File: src/rtl/float_subtractor.sv
// float_subtractor: IEEE-754 single-precision subtractor z = x - y, multi-cycle FSM datapath
// Ports: clk; rst (async, active-low); in_valid/in_ready input handshake;
//        x (minuend), y (subtrahend); out_valid one-cycle pulse; z result (held);
//        overflow: 00 ok, 01 overflow to inf, 10 denormal result, 11 NaN/inf operand.
// Config: define FLOAT_SUB_FTZ_EN to flush denormal operands/results to signed zero.
module float_subtractor (
    input  logic        clk,
    input  logic        rst,
    input  logic        in_valid,
    output logic        in_ready,
    input  logic [31:0] x,
    input  logic [31:0] y,
    output logic        out_valid,
    output logic [31:0] z,
    output logic [1:0]  overflow
);
    typedef enum logic [2:0] {IDLE, UNPACK, ALIGN, ADDSUB, NORM, ROUND, DONE} state_t;
    state_t state, state_n;
    logic [31:0] xr, yr, res, spec_res, rnd_res;
    logic [1:0]  res_ovf, spec_ovf, rnd_ovf;
    logic        xs, ys, s;
    logic [9:0]  xe, ye, e, ef;
    // mantissa layout: {carry, hidden, frac[22:0], guard, round, sticky}
    logic [27:0] xm, ym, m;
    logic [7:0]  xexp, yexp;
    logic [22:0] xfrac, yfrac, ff;
    logic        x_nan, y_nan, x_inf, y_inf, x_zero, y_zero, special;
    logic        same, xge, zero_diff, inc;
    logic [24:0] mr;
    assign xexp  = xr[30:23];
    assign yexp  = yr[30:23];
    assign xfrac = xr[22:0];
    assign yfrac = yr[22:0];
    assign x_nan = xexp == 8'hFF && xfrac != 0;
    assign y_nan = yexp == 8'hFF && yfrac != 0;
    assign x_inf = xexp == 8'hFF && xfrac == 0;
    assign y_inf = yexp == 8'hFF && yfrac == 0;
`ifdef FLOAT_SUB_FTZ_EN
    assign x_zero = xexp == 0;
    assign y_zero = yexp == 0;
`else
    assign x_zero = xexp == 0 && xfrac == 0;
    assign y_zero = yexp == 0 && yfrac == 0;
`endif
    assign special = x_nan | y_nan | x_inf | y_inf | x_zero | y_zero;
    // yr already carries the inverted sign, so "same sign" here means opposite raw signs
    always_comb begin
        spec_res = (x_nan | y_nan | (x_inf & y_inf & (xr[31] != yr[31]))) ? 32'h7FC00000 :
                   x_inf ? xr :
                   y_inf ? yr :
                   (x_zero & y_zero) ? {xr[31] & yr[31], 31'd0} :
                   x_zero ? yr : xr;
        spec_ovf = (x_nan | y_nan | x_inf | y_inf) ? 2'b11 : 2'b00;
    end
    assign same      = xs == ys;
    assign xge       = xm >= ym;
    assign zero_diff = !same && xm == ym;
    assign inc       = m[2] & (m[3] | m[1] | m[0]);
    assign mr        = m[27:3] + 25'(inc);
    // rounding carry renormalizes; an unset hidden bit at e=1 is a denormal (field 0)
    assign ef        = mr[24] ? e + 10'd1 : (mr[23] ? e : 10'd0);
    assign ff        = mr[24] ? mr[23:1] : mr[22:0];
    always_comb begin
        rnd_ovf = ef >= 10'd255 ? 2'b01 : (ef == 0 && ff != 0) ? 2'b10 : 2'b00;
`ifdef FLOAT_SUB_FTZ_EN
        rnd_res = ef >= 10'd255 ? {s, 8'hFF, 23'd0} : (ef == 0) ? {s, 31'd0} : {s, ef[7:0], ff};
`else
        rnd_res = ef >= 10'd255 ? {s, 8'hFF, 23'd0} : {s, ef[7:0], ff};
`endif
    end
    assign in_ready = state == IDLE;
    always_ff @(posedge clk or negedge rst)
        if (!rst) state <= IDLE;
        else state <= state_n;
    always_comb begin
        state_n = state;
        case (state)
            IDLE:    state_n = in_valid ? UNPACK : IDLE;
            UNPACK:  state_n = special ? DONE : ALIGN;
            ALIGN:   state_n = xe == ye ? ADDSUB : ALIGN;
            ADDSUB:  state_n = zero_diff ? DONE : NORM;
            NORM:    state_n = (m[27] || (!m[26] && e > 10'd1)) ? NORM : ROUND;
            ROUND:   state_n = DONE;
            DONE:    state_n = IDLE;
            default: state_n = IDLE;
        endcase
    end
    always_ff @(posedge clk or negedge rst) begin
        if (!rst) begin
            xr <= '0; yr <= '0; res <= '0; res_ovf <= '0;
            xs <= 1'b0; ys <= 1'b0; s <= 1'b0;
            xe <= '0; ye <= '0; e <= '0; xm <= '0; ym <= '0; m <= '0;
            z <= '0; overflow <= '0; out_valid <= 1'b0;
        end else begin
            out_valid <= state == DONE;
            case (state)
                IDLE: if (in_valid) begin
                    xr <= x;
                    yr <= {~y[31], y[30:0]};
                end
                UNPACK: begin
                    res     <= spec_res;
                    res_ovf <= spec_ovf;
                    xs <= xr[31];
                    ys <= yr[31];
                    xe <= xexp == 0 ? 10'd1 : {2'b00, xexp};
                    ye <= yexp == 0 ? 10'd1 : {2'b00, yexp};
                    xm <= {1'b0, xexp != 0, xfrac, 3'b000};
                    ym <= {1'b0, yexp != 0, yfrac, 3'b000};
                end
                ALIGN: if (xe < ye) begin
                    xm <= (ye - xe >= 10'd26) ? {27'd0, |xm} : {1'b0, xm[27:2], xm[1] | xm[0]};
                    xe <= (ye - xe >= 10'd26) ? ye : xe + 10'd1;
                end else if (ye < xe) begin
                    ym <= (xe - ye >= 10'd26) ? {27'd0, |ym} : {1'b0, ym[27:2], ym[1] | ym[0]};
                    ye <= (xe - ye >= 10'd26) ? xe : ye + 10'd1;
                end
                ADDSUB: begin
                    e       <= xe;
                    s       <= (same || xge) ? xs : ys;
                    m       <= same ? xm + ym : xge ? xm - ym : ym - xm;
                    res     <= '0;
                    res_ovf <= 2'b00;
                end
                NORM: if (m[27]) begin
                    m <= {1'b0, m[27:2], m[1] | m[0]};
                    e <= e + 10'd1;
                end else if (!m[26] && e > 10'd1) begin
                    m <= {m[26:0], 1'b0};
                    e <= e - 10'd1;
                end
                ROUND: begin
                    res     <= rnd_res;
                    res_ovf <= rnd_ovf;
                end
                DONE: begin
                    z        <= res;
                    overflow <= res_ovf;
                end
                default: ;
            endcase
        end
    end
endmodule

File: config.mk
export PLATFORM = sky130hd
export DESIGN_NAME = float_subtractor
export DESIGN_NICKNAME = d
export VERILOG_FILES = /design/src/rtl/float_subtractor.sv
export SDC_FILE = /design/constraint.sdc
export NUM_CORES = 1
export LEC_CHECK = 0
export CAP_MARGIN = 20
export CORE_UTILIZATION = 55
export DETAILED_ROUTE_END_ITERATION = 10
export PLACE_DENSITY = 0.74
export SETUP_SLACK_MARGIN = 0.02
export SYNTH_ARGS = -nofsm -noshare
export SYNTH_HDL_FRONTEND = slang
export SYNTH_SLANG_ARGS = --single-unit
File: constraint.sdc
create_clock -name clk -period 8.7 [get_ports clk]
set_input_delay 1.305 -clock clk [delete_from_list [all_inputs] [get_ports clk]]
set_output_delay 1.305 -clock clk [all_outputs]
set_load 0.005 [all_outputs]
==> impl_metrics.py, run 1 <==
metrics = {
    "grt": {
        "antenna_found_initial": 2,
        "track_usage": 0.348,
        "grt_pass1_vias": 17055,
        "grt_pass1_wl_um": 97400,
        "overflow": 0,
        "grt_start_max_net_pins": 138,
    },
    "route": {
        "vias": 18422,
        "ant_nets": 0,
        "wl_met2_um": 28700,
        "viasPerCell": 6.59,
        "wl_per_cell_um": 22.6,
        "wl_met3_um": 6000,
        "first_pass_iters": 7,
        "top_layer": "met5",
        "drc": 0,
        "dr.first_iter.drc_count": 1841,
        "drt-met1-wl_um": 25800,
        "wirelength_um": 63100,
    },
    "timing": {
        "fin_crit_sh": 0.540,
        "setup_slack_ns": 4.00,
        "hold_viol": 0,
        "max_freq_ghz": 0.213,
        "tightest_slew_ns": 0.970,
        "fin_skew_ns": 0.0220,
        "slew_viol_final": 0,
        "max_slew_margin": 0.351,
        "timing.hold.ws_ns": 0.477,
        "fin_tns_setup_ns": 0,
        "setup_violations": 0,
        "min_period_ns": 4.70,
        "grt_setup_unrepaired": "false",
    },
    "yosys": {
        "synth_top_family_by_area": "compound AO/OA/AOI/OAI gates",
        "yosysTopAreaCell": "dfrtp_1",
        "yosys_warnings": 0,
        "synth-xor-area-share": 0.0274,
        "synth-compound-area-share": 0.220,
        "syn_nets": 2514,
        "synth-async-reset-ratio": 1.00,
        "netlist_area_um2": 19200,
        "synth_cell_type_count": 78,
        "yosysTopAreaCellShare": 0.327,
        "yosys.area_share.simple": 0.192,
        "synth-edff-count": 0,
        "synthTopCellsByCount": "dfrtp_1, nand2_1, nor2_1, a21oi_1, clkbuf_1",
        "synth_area_leaders": "dfrtp_1, ha_1, mux2_2",
        "syn_area_per_cell_um2": 8.22,
        "synth_cells": 2334,
        "yosys.area_share.adder": 0.0757,
        "seq_area_frac_synth": 0.327,
        "yosys_most_used_dff": "dfrtp_1",
        "ys_seq_elements": 251,
        "synth.most_common_cell": "dfrtp_1",
        "synthMuxAreaShare": 0.0976,
    },
    "placed_design": {
        "hpwl_um": 47400,
        "io_buffers": 102,
        "place_area_um2": 20300,
        "dp.cells": 2743,
        "dp_slack_ns": 4.17,
        "gp_congestion": 0.970,
    },
    "clock_network": {
        "cts_root_buf": "clkbuf_16",
        "clk_path_buf_depth": 3,
        "cts_resized": 0,
        "htree_num_levels": 1,
        "clkLatencyLatePin_ns": 0.57,
        "cts_buffers": 28,
        "holdBufCountCts": 0,
        "clk_pin_slew_worst_paths_ns": 0.06,
        "cts_tree": "done",
        "cts_setup_buffers": 0,
        "cts_sinks": 251,
    },
    "run": {
        "cap_violations": 0,
    },
    "setup_path": {
        "crit_required_ns": 9.21,
        "critPathKind": "flip-flop to flip-flop",
        "crit_fanout": 20,
        "cp-end-kind": "flip-flop",
        "worstPathArrival_ns": 5.21,
        "start_kind": "flip-flop",
    },
    "run_status": {
        "status": "complete, no violations",
    },
    "hold_path": {
        "hold_path_class": "flip-flop to flip-flop",
    },
    "pwr": {
        "intPower_mw": 4.83,
        "comb_power_share": 0.618,
        "fin_total_pwr_mw": 10.0,
        "p_sw_mw": 5.20,
        "p_clk_frac": 0.124,
        "power_density_nw_per_um2": 471,
        "p_sw_frac": 0.519,
        "p_leak_nw": 9.10,
        "irDropWorstVdd_v": 0.000237,
        "power_frac_seq": 0.259,
    },
    "die": {
        "initial_core_util": 0.557,
        "num_io_pins": 103,
        "coreArea_um2": 34500,
        "fp.dieW_um": 189,
        "die_h_um": 189,
        "num_rows": 68,
        "dieArea_um2": 35600,
    },
    "finish": {
        "syn2layout_area_growth_pct": 11.0,
        "finish.utilization": 0.618,
        "n_fill_cell": 2980,
        "diodes": 0,
        "drive_gt1_frac": 0.0851,
        "seqCellArea_um2": 6280,
        "postLayoutCellArea_um2": 21300,
        "multiInputGateArea_um2": 11800,
        "stdcell_count": 2794,
        "nets": 2498,
    },
}
## path summary, 6_finish.rpt
path	to	slack, ns	startpoint	depth (start not counted)
setup / recovery	m[25]$_DFFE_PN0P_	4.00	xm[13]$_DFFE_PN0P_	13
hold / removal	res[13]$_DFFE_PN0P_	0.48	res[13]$_DFFE_PN0P_	2
setup reg to reg	m[25]$_DFFE_PN0P_	4.00	xm[13]$_DFFE_PN0P_	13
hold reg to reg	res[13]$_DFFE_PN0P_	0.48	res[13]$_DFFE_PN0P_	2
max in group asynchronous	ym[9]$_DFFE_PN0P_	6.59	rst	2
min in group asynchronous	z[8]$_DFFE_PN0P_	0.77	rst	1
## cells in the final DEF (no fill, tap or decap), types with 6 or more instances in the layout
| cell | instances |
|---|---|
| or3_1 | 8 |
| xnor2_1 | 44 |
| nor2_1 | 194 |
| and4_1 | 8 |
| buf_4 | 23 |
| or4_1 | 9 |
| clkbuf_8 | 6 |
| nor2b_1 | 19 |
| nand2b_1 | 14 |
| o211ai_1 | 25 |
| mux2_2 | 101 |
| nand4_1 | 25 |
| o21ai_0 | 99 |
| nand2_1 | 214 |
| a22oi_1 | 8 |
| nand3_1 | 86 |
| o21bai_1 | 16 |
| o22ai_1 | 22 |
| ha_1 | 108 |
| a21oi_1 | 191 |
| a211oi_1 | 22 |
| a221o_1 | 19 |
| o21ai_1 | 66 |
| a311oi_1 | 6 |
| inv_1 | 122 |
| xor2_1 | 14 |
| o31ai_1 | 18 |
| clkbuf_16 | 29 |
| nor3_1 | 77 |
| dfrtp_1 | 250 |
| a21o_1 | 27 |
| o221ai_1 | 15 |
| and2_1 | 18 |
| nor4_1 | 37 |
| o21a_1 | 7 |
| mux2i_1 | 70 |
| clkdlybuf4s50_1 | 101 |
| and3_1 | 46 |
| a31oi_1 | 49 |
## power by group through the flow
stage | sequential, mW | clock, mW | combinational, mW
after detailed placement | 2.58 | 0 | 6.01
after global routing | 2.66 | 1.30 | 6.68
after global placement | 2.54 | 0 | 5.94
final | 2.59 | 1.24 | 6.20
after floorplan | 2.15 | 0 | 4.44
after CTS | 2.56 | 1.25 | 6.05
## registers in the layout, summed over array words and instances, names as in the netlist, 27 cells and up
| register | flops |
|---|---|
| res | 32 |
| m | 28 |
| z | 32 |
| xr | 32 |
| xm | 27 |
| yr | 32 |
| ym | 27 |
## worst max-delay path, stage by stage (launching register included)
cell	delay, ns
dfrtp_1	0.43
inv_1	0.07
ha_1	0.47
a211oi_1	0.36
o21ai_0	0.23
a31o_1	0.23
a211oi_1	0.64
nand2_1	0.64
buf_4	0.42
mux2i_1	0.18
o2bb2ai_1	0.28
a211oi_1	0.28
mux2_1	0.35
nand2_1	0.06
## per-layer routing
layer / GRT usage / vias to the layer above
li1: - / 8394
met1: 0.470 / 8871
met2: 0.555 / 992
met3: 0.0669 / 163
met4: 0.125 / 2
met5: 0 / -
## cell families after synthesis
logic type | count (synthesis)
simple gates | 776
compound gates | 665
buf+inv | 295
flops | 251
mux | 174
fa+ha+maj | 113
xor+xnor | 60
## area by class of cell
| type | instances | area share |
|---|---|---|
| timing repair buffer | 126 | 0.0572 |
| tap | 455 | 0.0267 |
| sequential | 251 | 0.295 |
| multi-input combinational | 1788 | 0.554 |
| clock inverter | 11 | 0.00658 |
| clock buffer | 40 | 0.0388 |
| inverter | 123 | 0.0217 |
Note: power is estimated with default switching activity, not from simulation.
==> run 2, diff against run 1 <==
clock period = 4.5 ns   (was 8.7 ns; I/O delays follow)
==> impl_metrics.py, run 2 (synthesis gave the netlist of run 1 again) <==
metrics = {
    "finish": {
        "n_fill_cell": 3075,
        "final_cell_mix": "dfrtp_1, nand2_1, nor2_1",
        "diodes": 0,
        "nets": 2539,
        "final_common_cell": "dfrtp_1",
        "drive_gt1_frac": 0.101,
        "syn2layout_area_growth_pct": 13.0,
    },
    "clock_network": {
        "clk_pin_slew_worst_paths_ns": 0.06,
        "clk_path_buf_depth": 3,
        "cts_sinks": 251,
        "cts_resized": 0,
        "clkLatencyLatePin_ns": 0.55,
        "cts_tree": "done",
        "cts_root_buf": "clkbuf_16",
        "htree_num_levels": 1,
        "cts_setup_buffers": 0,
        "cts_buffers": 28,
        "holdBufCountCts": 0,
    },
    "die": {
        "num_rows": 68,
        "dieArea_um2": 35600,
        "num_io_pins": 103,
        "fp.dieW_um": 189,
        "coreArea_um2": 34500,
        "die_h_um": 189,
        "initial_core_util": 0.557,
    },
    "grt": {
        "track_usage": 0.361,
        "grt_start_max_net_pins": 112,
        "overflow": 0,
        "antenna_found_initial": 1,
        "grt_pass1_wl_um": 101000,
        "grt_pass1_vias": 17464,
    },
    "pwr": {
        "power_density_nw_per_um2": 922,
        "irDropWorstVdd_v": 0.000470,
        "p_leak_nw": 9.34,
    },
    "route": {
        "vias": 18662,
        "drc": 0,
        "wirelength_um": 65300,
        "ant_nets": 0,
        "wl_per_cell_um": 23.0,
        "viasPerCell": 6.59,
        "first_pass_iters": 8,
        "dr.first_iter.drc_count": 2257,
    },
    "setup_path": {
        "crit_chain": "inv_1 > fa_1 > a21oi_1 > o21ai_1 > a21o_1 > a2111oi_0 > nor3_1 > mux2_1 > a2111oi_2 > buf_12 > nor2b_1 > a21oi_1 > o22ai_1",
        "critPathKind": "flip-flop to flip-flop",
        "critPathBufInv": 2,
        "start_kind": "flip-flop",
        "cp_slowest_stage_delay_ns": 0.62,
        "cp-end-kind": "flip-flop",
        "crit_fanout": 47,
        "cpMostUsedCell": "a21oi_1",
        "critPathSlowestCell": "dfrtp_1",
        "cpLargestDelayFamily": "compound AO/OA/AOI/OAI gates",
        "crit_required_ns": 4.96,
        "worstPathArrival_ns": 4.65,
    },
    "timing": {
        "max_slew_margin": 0.307,
        "grt_setup_unrepaired": "false",
        "max_freq_ghz": 0.239,
        "setup_slack_ns": 0.308,
        "slew_viol_final": 0,
        "hold_viol": 0,
        "fin_tns_setup_ns": 0,
        "fin_crit_sh": 0.932,
        "fin_skew_ns": 0.0166,
        "tightest_slew_ns": 1.04,
        "min_period_ns": 4.19,
        "setup_violations": 0,
    },
    "placed_design": {
        "hpwl_um": 48900,
        "dp_slack_ns": 0.466,
        "io_buffers": 102,
        "gp_congestion": 1.01,
    },
    "run_status": {
        "status": "complete, no violations",
    },
    "run": {
        "cap_violations": 0,
    },
    "hold_path": {
        "hold_path_class": "input pin to async pin",
    },
}
==> run 2: report_power, final <==
group	switching [mW]	internal (mW)
logic	7.65	4.85
registers	1.64	3.33
clock network	0.937	1.58
==> run 2: final cells by class <==
class                   count  area (µm²)  area share
clock inverters            13         219      0.0101
well taps                 455         569      0.0263
repair buffers            167        1550      0.0716
inverters                 123         462      0.0213
multi-input cells        1788       11800       0.544
clock buffers              37         796      0.0367
flip-flops and latches    251        6280       0.290
==> run 2: worst paths after layout <==
| kind | endpoint | slack, ns | depth (start not counted) | start |
|---|---|---|---|---|
| worst max register to register | xe[9]$_DFFE_PN0P_ | 0.31 | 13 | xe[1]$_DFFE_PN0P_ |
| max in group asynchronous | yr[27]$_DFFE_PN0P_ | 3.19 | 2 | rst |
| worst max-delay path | xe[9]$_DFFE_PN0P_ | 0.31 | 13 | xe[1]$_DFFE_PN0P_ |
| worst min register to register | res[31]$_DFFE_PN0P_ | 0.49 | 2 | res[31]$_DFFE_PN0P_ |
| worst min-delay path | m[20]$_DFFE_PN0P_ | 0.14 | 1 | rst |
| min in group clk | res[31]$_DFFE_PN0P_ | 0.49 | 2 | res[31]$_DFFE_PN0P_ |
==> run 2: routing by layer <==
metal,vias up,wire length (µm),global-route usage
met5,-,0,0
met4,0,3020,0.149
met3,192,6200,0.0700
met2,1032,29000,0.560
met1,8964,27000,0.491
li1,8474,-,-
==> run 2: through the flow <==
stage	utilization	cell area, µm²	hold WS, ns	power [mW]	std cells
after floorplan	-	19200	0.379	12.7	2334
after global placement	0.600	20700	0.475	16.8	2784
after detailed placement	0.600	20700	0.479	17.0	2784
after CTS	0.629	21700	0.235	19.6	2834
after global routing	0.629	21700	0.232	21.2	2834
final	0.629	21700	0.143	20.0	2834
